[src/rtl/tl_stim_sequencer_pkg.sv]
`default_nettype none
// ============================================================================
// Module      : tl_stim_sequencer_pkg
// Description : Shared definitions for the table-driven TileLink stimulus
//               sequencer: transaction type codes, FSM state encoding and a
//               saturating counter helper.
// Ports       : none (package)
// Revision    : 1.0 - initial release
// ============================================================================
package tl_stim_sequencer_pkg;

  // Transaction type codes as stored in the table and driven on transaction_type
  localparam logic [1:0] TX_GET        = 2'b00;
  localparam logic [1:0] TX_PUTFULL    = 2'b01;
  localparam logic [1:0] TX_PUTPARTIAL = 2'b10;
  localparam logic [1:0] TX_RSVD       = 2'b11;

  typedef enum logic [2:0] {
    ST_IDLE      = 3'd0,
    ST_WAIT_INIT = 3'd1,
    ST_ISSUE     = 3'd2,
    ST_WAIT_DONE = 3'd3,
    ST_GAP       = 3'd4,
    ST_DONE      = 3'd5
  } state_e;

  // Result counters stick at all-ones instead of wrapping
  function automatic logic [15:0] sat_inc16(input logic [15:0] v);
    return (v == 16'hFFFF) ? v : v + 16'd1;
  endfunction

endpackage
`default_nettype wire

[src/rtl/tl_stim_table.sv]
`default_nettype none
// ============================================================================
// Module      : tl_stim_table
// Description : DEPTH-entry transaction table. One synchronous write port,
//               one combinational read port. Contents are not reset.
// Ports       : clk                      - clock
//               we / wr_idx / wr_*       - write strobe, index, entry fields
//               rd_idx / rd_*            - read index, entry fields
// Revision    : 1.0 - initial release
// ============================================================================
module tl_stim_table
  import tl_stim_sequencer_pkg::*;
#(
  parameter int ADDR_W     = 32,
  parameter int DATA_BYTES = 8,
  parameter int SIZE_W     = 3,
  parameter int SOURCE_W   = 4,
  parameter int DEPTH      = 16,
  parameter int IDX_W      = 4
) (
  input  logic                    clk,
  input  logic                    we,
  input  logic [IDX_W-1:0]        wr_idx,
  input  logic [1:0]              wr_type,
  input  logic [ADDR_W-1:0]       wr_addr,
  input  logic [SIZE_W-1:0]       wr_size,
  input  logic [SOURCE_W-1:0]     wr_source,
  input  logic [DATA_BYTES*8-1:0] wr_data,
  input  logic [DATA_BYTES-1:0]   wr_mask,
  input  logic [IDX_W-1:0]        rd_idx,
  output logic [1:0]              rd_type,
  output logic [ADDR_W-1:0]       rd_addr,
  output logic [SIZE_W-1:0]       rd_size,
  output logic [SOURCE_W-1:0]     rd_source,
  output logic [DATA_BYTES*8-1:0] rd_data,
  output logic [DATA_BYTES-1:0]   rd_mask
);

  localparam int ENTRY_W = 2 + ADDR_W + SIZE_W + SOURCE_W + DATA_BYTES * 9;
  localparam logic [IDX_W:0] DEPTH_L = (IDX_W + 1)'(DEPTH);

  logic [ENTRY_W-1:0] mem [DEPTH];

  // Out-of-range indices (non power-of-two DEPTH) are dropped on write
  always_ff @(posedge clk) begin
    if (we && ({1'b0, wr_idx} < DEPTH_L)) begin
      mem[wr_idx] <= {wr_type, wr_addr, wr_size, wr_source, wr_data, wr_mask};
    end
  end

  assign {rd_type, rd_addr, rd_size, rd_source, rd_data, rd_mask} = mem[rd_idx];

endmodule
`default_nettype wire

[src/rtl/tl_stim_sequencer.sv]
`default_nettype none
// ============================================================================
// Module      : tl_stim_sequencer
// Description : Table-driven TileLink stimulus sequencer. Issues the first
//               num_entries table entries one at a time, loops times, with
//               GAP_CYCLES idle cycles between transactions. GET responses
//               are checked under the entry byte mask; a missing response
//               aborts the sequence with timeout_err.
// Ports       : clk, rst_n (sync, active low)
//               cfg_*          - table programming (ignored while busy)
//               run, num_entries, loops, mem_init_done - sequence control
//               start_transaction + request fields -> bench driver
//               read_data, transaction_done        <- bench driver
//               busy, test_done, pass_count, fail_count, timeout_err, cur_idx
// Revision    : 1.0 - initial release
// ============================================================================
module tl_stim_sequencer
  import tl_stim_sequencer_pkg::*;
#(
  parameter int ADDR_W         = 32,
  parameter int DATA_BYTES     = 8,
  parameter int SIZE_W         = 3,
  parameter int SOURCE_W       = 4,
  parameter int DEPTH          = 16,
  parameter int GAP_CYCLES     = 3,
  parameter int TIMEOUT_CYCLES = 1024,
  // Derived from DEPTH; not intended to be overridden
  parameter int IDX_W          = $clog2(DEPTH)
) (
  input  logic                    clk,
  input  logic                    rst_n,
  input  logic                    cfg_we,
  input  logic [IDX_W-1:0]        cfg_idx,
  input  logic [1:0]              cfg_type,
  input  logic [ADDR_W-1:0]       cfg_addr,
  input  logic [SIZE_W-1:0]       cfg_size,
  input  logic [SOURCE_W-1:0]     cfg_source,
  input  logic [DATA_BYTES*8-1:0] cfg_data,
  input  logic [DATA_BYTES-1:0]   cfg_mask,
  input  logic                    run,
  input  logic [IDX_W:0]          num_entries,
  input  logic [7:0]              loops,
  input  logic                    mem_init_done,
  output logic                    start_transaction,
  output logic [1:0]              transaction_type,
  output logic [ADDR_W-1:0]       address,
  output logic [SIZE_W-1:0]       size,
  output logic [SOURCE_W-1:0]     source,
  output logic [DATA_BYTES*8-1:0] write_data,
  output logic [DATA_BYTES-1:0]   write_mask,
  input  logic [DATA_BYTES*8-1:0] read_data,
  input  logic                    transaction_done,
  output logic                    busy,
  output logic                    test_done,
  output logic [15:0]             pass_count,
  output logic [15:0]             fail_count,
  output logic                    timeout_err,
  output logic [IDX_W-1:0]        cur_idx
);

  localparam int NUM_W = IDX_W + 1;
  localparam logic [NUM_W-1:0] DEPTH_N = NUM_W'(DEPTH);
  localparam int GAP_W = (GAP_CYCLES > 1) ? $clog2(GAP_CYCLES) : 1;
  localparam logic [GAP_W-1:0] GAP_LAST = (GAP_CYCLES > 0) ? GAP_W'(GAP_CYCLES - 1) : '0;
  localparam int TMR_W = (TIMEOUT_CYCLES > 1) ? $clog2(TIMEOUT_CYCLES) : 1;
  localparam logic [TMR_W-1:0] TMR_LAST = TMR_W'(TIMEOUT_CYCLES - 1);

  state_e                  state;
  logic [NUM_W-1:0]        r_num;
  logic [7:0]              r_loops;
  logic [7:0]              r_loop_cnt;
  logic [TMR_W-1:0]        r_timer;
  logic [GAP_W-1:0]        r_gap_cnt;

  logic [IDX_W-1:0]        w_rd_idx;
  logic [1:0]              w_e_type;
  logic [ADDR_W-1:0]       w_e_addr;
  logic [SIZE_W-1:0]       w_e_size;
  logic [SOURCE_W-1:0]     w_e_source;
  logic [DATA_BYTES*8-1:0] w_e_data;
  logic [DATA_BYTES-1:0]   w_e_mask;
  logic [NUM_W-1:0]        w_num_clamped;
  logic [7:0]              w_loops_eff;
  logic                    w_more_entries;
  logic                    w_more_loops;
  logic                    w_gap_over;
  logic                    w_load;
  logic [DATA_BYTES-1:0]   w_byte_ok;
  logic                    w_get_ok;

  assign busy = (state != ST_IDLE) && (state != ST_DONE);

  assign w_num_clamped  = (num_entries > DEPTH_N) ? DEPTH_N : num_entries;
  assign w_loops_eff    = (loops == 8'd0) ? 8'd1 : loops;
  assign w_more_entries = {1'b0, cur_idx} < (r_num - NUM_W'(1));
  assign w_more_loops   = r_loop_cnt < (r_loops - 8'd1);
  assign w_gap_over     = (state == ST_GAP) && (r_gap_cnt >= GAP_LAST);

  // The entry is latched onto the outputs on the edge that enters ISSUE, so
  // the table is read at the index cur_idx is about to take.
  assign w_rd_idx = (state == ST_GAP) ? (w_more_entries ? cur_idx + IDX_W'(1) : '0) : cur_idx;
  assign w_load   = ((state == ST_WAIT_INIT) && mem_init_done) ||
                    (w_gap_over && (w_more_entries || w_more_loops));

  // Unmasked bytes always compare equal, so a zero mask means "no check"
  for (genvar i = 0; i < DATA_BYTES; i++) begin : g_byte
    assign w_byte_ok[i] = ~write_mask[i] | (read_data[8*i +: 8] == write_data[8*i +: 8]);
  end
  assign w_get_ok = &w_byte_ok;

  tl_stim_table #(
    .ADDR_W     (ADDR_W),
    .DATA_BYTES (DATA_BYTES),
    .SIZE_W     (SIZE_W),
    .SOURCE_W   (SOURCE_W),
    .DEPTH      (DEPTH),
    .IDX_W      (IDX_W)
  ) u_table (
    .clk       (clk),
    .we        (cfg_we && !busy),
    .wr_idx    (cfg_idx),
    .wr_type   (cfg_type),
    .wr_addr   (cfg_addr),
    .wr_size   (cfg_size),
    .wr_source (cfg_source),
    .wr_data   (cfg_data),
    .wr_mask   (cfg_mask),
    .rd_idx    (w_rd_idx),
    .rd_type   (w_e_type),
    .rd_addr   (w_e_addr),
    .rd_size   (w_e_size),
    .rd_source (w_e_source),
    .rd_data   (w_e_data),
    .rd_mask   (w_e_mask)
  );

  always_ff @(posedge clk) begin
    if (!rst_n) begin
      state             <= ST_IDLE;
      start_transaction <= 1'b0;
      transaction_type  <= '0;
      address           <= '0;
      size              <= '0;
      source            <= '0;
      write_data        <= '0;
      write_mask        <= '1;
      test_done         <= 1'b0;
      pass_count        <= '0;
      fail_count        <= '0;
      timeout_err       <= 1'b0;
      cur_idx           <= '0;
      r_num             <= '0;
      r_loops           <= '0;
      r_loop_cnt        <= '0;
      r_timer           <= '0;
      r_gap_cnt         <= '0;
    end else begin
      start_transaction <= 1'b0;

      case (state)
        ST_IDLE, ST_DONE: begin
          if (run) begin
            pass_count  <= '0;
            fail_count  <= '0;
            timeout_err <= 1'b0;
            cur_idx     <= '0;
            r_loop_cnt  <= '0;
            r_num       <= w_num_clamped;
            r_loops     <= w_loops_eff;
            if (num_entries == '0) begin
              test_done <= 1'b1;
              state     <= ST_DONE;
            end else begin
              test_done <= 1'b0;
              state     <= ST_WAIT_INIT;
            end
          end
        end

        ST_WAIT_INIT: begin
          if (mem_init_done) state <= ST_ISSUE;
        end

        ST_ISSUE: begin
          // Timer counts from the pulse cycle itself
          r_timer <= TMR_W'(1);
          if (transaction_type == TX_RSVD) begin
            fail_count <= sat_inc16(fail_count);
            r_gap_cnt  <= '0;
            state      <= ST_GAP;
          end else begin
            state <= ST_WAIT_DONE;
          end
        end

        ST_WAIT_DONE: begin
          if (transaction_done) begin
            if ((transaction_type == TX_GET) && !w_get_ok) fail_count <= sat_inc16(fail_count);
            else                                           pass_count <= sat_inc16(pass_count);
            r_gap_cnt <= '0;
            state     <= ST_GAP;
          end else if (r_timer >= TMR_LAST) begin
            timeout_err <= 1'b1;
            fail_count  <= sat_inc16(fail_count);
            test_done   <= 1'b1;
            state       <= ST_DONE;
          end else begin
            r_timer <= r_timer + TMR_W'(1);
          end
        end

        ST_GAP: begin
          if (w_gap_over) begin
            if (w_more_entries) begin
              cur_idx <= cur_idx + IDX_W'(1);
              state   <= ST_ISSUE;
            end else if (w_more_loops) begin
              cur_idx    <= '0;
              r_loop_cnt <= r_loop_cnt + 8'd1;
              state      <= ST_ISSUE;
            end else begin
              test_done <= 1'b1;
              state     <= ST_DONE;
            end
          end else begin
            r_gap_cnt <= r_gap_cnt + GAP_W'(1);
          end
        end

        default: state <= ST_IDLE;
      endcase

      if (w_load) begin
        transaction_type  <= w_e_type;
        address           <= w_e_addr;
        size              <= w_e_size;
        source            <= w_e_source;
        write_data        <= w_e_data;
        write_mask        <= w_e_mask;
        start_transaction <= (w_e_type != TX_RSVD);
      end
    end
  end

endmodule
`default_nettype wire

[config.mk]
export PLATFORM = sky130hd
export DESIGN_NAME = tl_stim_sequencer
export DESIGN_NICKNAME = d
export VERILOG_FILES = /design/src/rtl/tl_stim_sequencer_pkg.sv /design/src/rtl/tl_stim_table.sv /design/src/rtl/tl_stim_sequencer.sv
export SDC_FILE = /design/constraint.sdc
export NUM_CORES = 2
export LEC_CHECK = 0
export ABC_AREA = 1
export CAP_MARGIN = 10
export CORE_MARGIN = 3
export CORE_UTILIZATION = 43
export CTS_CLUSTER_SIZE = 12
export DETAILED_ROUTE_END_ITERATION = 16
export SLEW_MARGIN = 10
export SYNTH_ARGS = -nofsm -noshare
export SYNTH_HDL_FRONTEND = slang
export SYNTH_SLANG_ARGS = --single-unit
export TNS_END_PERCENT = 20
[constraint.sdc]
create_clock -name clk -period 19.7 [get_ports clk]
set_clock_uncertainty 0.2 [all_clocks]
set_input_delay 3.94 -clock clk [delete_from_list [all_inputs] [get_ports clk]]
set_output_delay 3.94 -clock clk [all_outputs]
set_load 0.005 [all_outputs]
## Word level (Yosys, flattened, before mapping)

Memory sizes are Yosys's and may differ from the RTL's.
Cells that the tools add are included.

- Memory bits (writable): 1808
- Latch bits: 0
- ROM bits: 0
- Memories kept: 1
- Input bits: 200
- Flip-flop bits (word level): 188

Memory list:

| memory | depth | bits a word | read ports | clocked after Yosys merged registers in | wr ports | line | text |
|---|---|---|---|---|---|---|---|
| u_table.mem | 16 | 113 | 1 | 0 | 1 | tl_stim_table.sv:42 | `logic [ENTRY_W-1:0] mem [DEPTH];` |

- Bitwise logic cells: 16
- Shift-type cells: 0
- Add/subtract/negate cells: 8
- $lt $le $gt $ge: 5
- Multiply operators: 0
- Divide/modulo/power cells: 0
- Equal/unequal tests: 35
- Multiplexer cells: 54
- Reductions and logical operators: 34

Operators with widths:

| kind | count |
|---|---|
| $mux W16 | 9 |
| $eq A8 B8 Y1 | 8 |
| $pmux W16 S3 | 1 |
| $mux W8 | 5 |
| $add A16 B1 Y16 const B | 2 |
| $eq A16 B16 Y1 const B | 2 |
| $pmux W16 S2 | 1 |
| $ne A2 B2 Y1 const B | 15 |
| $mux W3 | 9 |
| $mux W4 | 6 |
| $mux W10 | 2 |
| $pmux W10 S2 | 1 |
| $pmux W8 S2 | 1 |
| $reduce_and A4 Y1 | 4 |
| $pmux W3 S5 | 1 |
| $reduce_and A5 Y1 | 3 |
| $ne A3 B3 Y1 const B | 4 |
| $reduce_bool A3 Y1 | 4 |
| $add A10 B1 Y10 const B | 1 |
| $ge A10 B10 Y1 const B | 1 |
| $mux W1 | 10 |
| $add A8 B1 Y8 const B | 1 |
| $logic_not A8 Y1 | 1 |
| $lt A8 B8 Y1 | 1 |
| 31 further kinds | 59 |

## Longest topological paths before layout

- Word-level depth: 8
- Depth in mapped cells: 21
- Depth with buffers taken out: 19

## Hierarchy

From an unflattened synthesis, not the netlist that was laid out.

- Cell total of the unflattened synthesis: 8662
- Area, all modules: 86704.4 um^2

By module, submodules not included:

| module | cells an instance | area an instance (um^2) | seq. area each (um^2) | instances |
|---|---|---|---|---|
| tl_stim_table | 7299 | 77256.6 | 54292.1 | 1 |
| tl_stim_sequencer | 1363 | 9447.8 | 3763.6 | 1 |

## Least setup slack after synthesis

OpenSTA, ideal clock, no wires.

- Path type: input-to-reg
- From: input cfg_we
- To: memory u_table.mem[0][0] (netlist bit), enable pin
- Setup time: 0.587 ns
- Required time: 18.913 ns
- Data arrival time: 9.014 ns
- Slack: 9.899 ns
- Stages: 4
- Buffers on the path: 0
- Path through: inv_1 > nor2_1 > nand3_1 > nor2_1

- Cells in the longest elaborated chain, start to end: 3

Ends and longest elaborated chain:

| element | line | text |
|---|---|---|
| from (decl) | tl_stim_sequencer.sv:32 | `input logic cfg_we,` |
| $logic_and A1 B1 Y1 | tl_stim_sequencer.sv:120 | `.we (cfg_we && !busy),` |
| $mux W1 | tl_stim_table.sv:46 | `if (we && ({1'b0, wr_idx} < DEPTH_L)) begin` |
| $mux W1 (not written as such) | tl_stim_table.sv:47 | `mem[wr_idx] <= {wr_type, wr_addr, wr_size, wr_source, wr_data, wr_mask};` |
| to (decl) | tl_stim_table.sv:42 |  |

No other way between the ends.

## Worst setup path in the final report

- From: input read_data[30]
- To: register pass_count[15]

- Cells in the longest elaborated chain, start to end: 7

Ends and longest elaborated chain:

| element | line | text |
|---|---|---|
| from (decl) | tl_stim_sequencer.sv:51 | `input logic [DATA_BYTES*8-1:0] read_data,` |
| $eq A8 B8 Y1 | tl_stim_sequencer.sv:107 | `assign w_byte_ok[i] = ~write_mask[i] \| (read_data[8*i +: 8] == write_data[8*i +: 8]);` |
| $or A1 B1 Y1 | tl_stim_sequencer.sv:107 |  |
| $reduce_and A8 Y1 | tl_stim_sequencer.sv:109 | `assign w_get_ok = &w_byte_ok;` |
| $logic_not A1 Y1 | tl_stim_sequencer.sv:198 | `if ((transaction_type == TX_GET) && !w_get_ok) fail_count <= sat_inc16(fail_count);` |
| $logic_and A1 B1 Y1 | tl_stim_sequencer.sv:198 |  |
| $ne A2 B2 Y1 (no source line) | -- |  |
| $reduce_and A5 Y1 (no source line) | -- |  |
| to (signal assigned) | tl_stim_sequencer.sv:199 | `else pass_count <= sat_inc16(pass_count);` |
| to (decl) | tl_stim_sequencer.sv:55 | `output logic [15:0] pass_count,` |

No other way between the ends.
A chain may end at the register's enable or synchronous reset.

==> implementation parameters <==
Parameter                              Value

Run status
  Outcome    finished, final reports clean

Global route
  Largest net degree at the start of global routing    197
  Number of antenna violations at the first check in global routing    27
  GRT Resource Usage Total    22.48%
  Vias in the first global route    58,080
  Overflow left after global routing    0
  Global-route wire length before repair    361,700 µm

Logic synthesis
  Top cells by area, synth    sky130_fd_sc_hd__edfxtp_1 (62%), sky130_fd_sc_hd__nand3_1 (9.9%), sky130_fd_sc_hd__nand2_1 (8.2%), sky130_fd_sc_hd__inv_1 (6.5%), sky130_fd_sc_hd__dfxtp_1 (4.3%)
  Count of cell types in the netlist    42
  Post-Syn Nets    8,691
  Leading area contributor after synthesis    sky130_fd_sc_hd__edfxtp_1
  Most used flip-flop cell after synthesis    sky130_fd_sc_hd__edfxtp_1
  Number of enable-type register cells in the synthesized netlist    1,808
  Share of synthesized flip-flops with an asynchronous set or reset    0%
  Average cell area after synthesis    10.32 µm²
  Number of synthesized register bits    1,996
  Gate Count Post-Synth    8,473
  Number of synthesis warnings    0
  Combined area of all synthesized cells    87,410 µm²
  Post-synth top area share    62.12%
  Share of synthesized area occupied by flip-flops and latches    66.42%

Route
  Total DRC errors in the routed layout    0
  DRT antenna net count    0
  Total wirelength of the detailed-routed design    238,900 µm
  Initial DRT Pass Iterations    6
  Number of DRC markers after the initial detailed-route iteration    5,083
  Via/cell ratio    5.194
  Total via count in the routed design    59,650
  Average wire length per cell after detail routing    20.80 µm

Critical path
  Path depth of the worst reg2reg path    21
  FF-to-FF End    write_data[4]
  CP endpoint kind    flop
  Type of the worst setup path    in2reg
  Beginning of the critical path    read_data[30]
  Required arrival time at the worst endpoint    20.27 ns
  Startpoint types    primary input
  Reg2Reg Launch Point    r_num[0]
  Worst Path Max Fanout    18
  CP endpoint    pass_count[15]
  Data arrival time at the worst-slack endpoint    7.71 ns
  Worst-case register-to-register setup slack    12.70 ns

Floorplan
  Core region area    200,900 µm²
  Standard-cell row count    164
  Die Wd    456.9 µm
  Area of the die    208,700 µm²
  Effective utilization at floorplan    43.51%
  Count of boundary I/O pins    353
  Vertical extent of the die    456.9 µm

Clock tree
  Clock tree from TritonCTS    built
  Number of setup buffers added after CTS    0
  # H-tree levels    4
  Clock slew seen by the registers of the worst setup and hold paths    0.06 ns
  Buffer levels on the longest clock path    3
  Number of CTS-inserted buffers    207
  CTS Hold Bufs    0
  Clock Tree Root    sky130_fd_sc_hd__clkbuf_16
  Quantity of gates resized following cts    0
  Clock network latency to the later pin of the worst-skew pair    0.84 ns
  Count of clock tree sinks    1,996

Timing
  Hold violation count in the final report    0
  Setup repair after global routing missed its margin    false
  Setup_tns    0 ns
  Fin crit period    7.142 ns
  Slew margin rel.    18.62%
  Slew @ Worst Pin    1.221 ns
  Worst hold-check slack    0.2715 ns
  Total setup violations reported at the end of the flow    0
  Fin crit share    36.26%
  Fmax    0.1400 GHz
  Max-slew violations    0
  Final worst slack    12.56 ns

Power and ir drop
  Sequential fraction of design power    38.8%
  Clock share of power    29.2%
  Switching share of power    36.22%
  Combinational share of power    32.0%
  Worst vdd rail ir drop    136.5 µV
  Internal cell power    8.087 mW
  Lkg Pwr    40.51 nW
  Switching pwr    4.593 mW
  Power Density    127.5 nW/µm²

Min path
  Hold Crit Class    reg2reg

Placed design
  Number of buffer cells added on primary ports    352
  HPWL after detailed placement    122,300 µm
  Cell area reported after detailed placement    93,000 µm²
  Pre-CTS worst setup slack    11.55 ns
  Placed Cells incl. Taps    11,090
  Final RePlAce weighted congestion    0.7892

Finish
  Multi-input gate area    21,540 µm²
  Layout cells sized above 1    4.445%
  Leading cell types in the layout, fill and taps excluded    sky130_fd_sc_hd__nand2_1 (1,901), sky130_fd_sc_hd__edfxtp_1 (1,808), sky130_fd_sc_hd__nand3_1 (1,723)
  Fillcell total    17,790
  Growth of design area from synthesis to finish    13.74%
  Most common cell after layout, fill and taps aside    sky130_fd_sc_hd__nand2_1
  Net count reported at finish    8,862
  Final design instance area without fill    99,420 µm²
  Storage cell area    58,060 µm²
  Non-filler instance count after layout    11,480

Flow run
  Max_cap viols    0
[through the flow]
stage	power [mW]	util (%)
floorplan	7.709	-
global placement	9.027	46.29
detailed placement	9.075	46.29
CTS	12.78	49.48
global route	13.38	49.48
finish	12.68	49.49
[worst min path at each step]
stage / start / slack [ns] / depth (start not counted) / to
2_1_floorplan: r_gap_cnt[0] / 0.23 / 1 / r_gap_cnt[0]
3_3_place_gp: r_gap_cnt[0] / 0.24 / 1 / r_gap_cnt[0]
3_5_place_dp: timeout_err / 0.25 / 2 / timeout_err
4_1_cts: r_loop_cnt[7] / 0.27 / 1 / r_loop_cnt[7]
5_1_grt: r_loop_cnt[7] / 0.28 / 1 / r_loop_cnt[7]
6_report: timeout_err / 0.27 / 2 / timeout_err
[kinds of logic (layout without fill, tap and decap cells)]
logic type,count (synthesis),in the layout,share of synthesized area [%]
buf+inv,2002,2347,9.166
simple gates,4131,4131,21.75
xor+xnor,96,96,0.9620
compound gates,230,230,1.439
flops,1996,1996,66.42
fa+ha+maj,18,18,0.2577
other cells,0,9,0
[state kept, by name, indices dropped and copies added (netlist names), 4 cells and up]
signal / count
address: 32
cur_idx: 4
fail_count: 16
pass_count: 16
r_loop_cnt: 8
r_loops: 8
r_num: 5
r_timer: 10
source: 4
u_table.mem: 1808
write_data: 64
write_mask: 8
[cell usage after synthesis, drive strengths merged, types with 54 or more instances]
cell type     n
nand3b      317
buf         356
xor2         54
o21ai       143
inv        1530
dfxtp       188
edfxtp     1808
clkbuf      114
nand2      1907
nor2        123
nand3      1724
a21oi        64
[cell type report]
type                            count  area share (%)
Sequential cell                  1996           58.40
Tap cell                         2656           3.343
Inverter                         1532           5.797
Clock inverter                     76          0.6632
Antenna cell                        9         0.02265
Clock buffer                      307           5.770
Multi-Input combinational cell   4475           21.66
Timing Repair Buffer              432           4.347
[power by group through the flow]
| stage | logic (mW) | registers, mW | clock network (mW) |
|---|---|---|---|
| final | 4.05 | 4.92 | 3.71 |
| after global routing | 4.48 | 4.94 | 3.96 |
| after CTS | 4.08 | 4.92 | 3.78 |
| after detailed placement | 4.06 | 5.01 | 0 |
| after global placement | 4.02 | 5.01 | 0 |
| after floorplan | 2.74 | 4.97 | 0 |
[metal layers]
layer / vias to the layer above / routed length, µm / global-route usage [%] / share of wire [%]
met5: - / 38 / 0 / 0.016
met4: 6 / 6916 / 7.278 / 2.9
met3: 366 / 15270 / 3.551 / 6.4
met2: 1904 / 114600 / 37.80 / 48
met1: 29080 / 102000 / 29.85 / 43
li1: 28290 / - / - / -
[critical path, stage by stage]
cell	delay, ns
sky130_fd_sc_hd__clkdlybuf4s50_1	0.48
sky130_fd_sc_hd__xnor2_1	0.12
sky130_fd_sc_hd__nand4_1	0.51
sky130_fd_sc_hd__nor2_1	0.24
sky130_fd_sc_hd__nor2_1	0.06
sky130_fd_sc_hd__nor3_1	0.26
sky130_fd_sc_hd__buf_4	0.21
sky130_fd_sc_hd__nand2_1	0.06
sky130_fd_sc_hd__nand2_1	0.30
sky130_fd_sc_hd__nand3_1	0.52
sky130_fd_sc_hd__nand2_1	0.68
sky130_fd_sc_hd__nand3_1	0.14
sky130_fd_sc_hd__a21oi_1	0.17
Power figures use the tool's default switching activity.
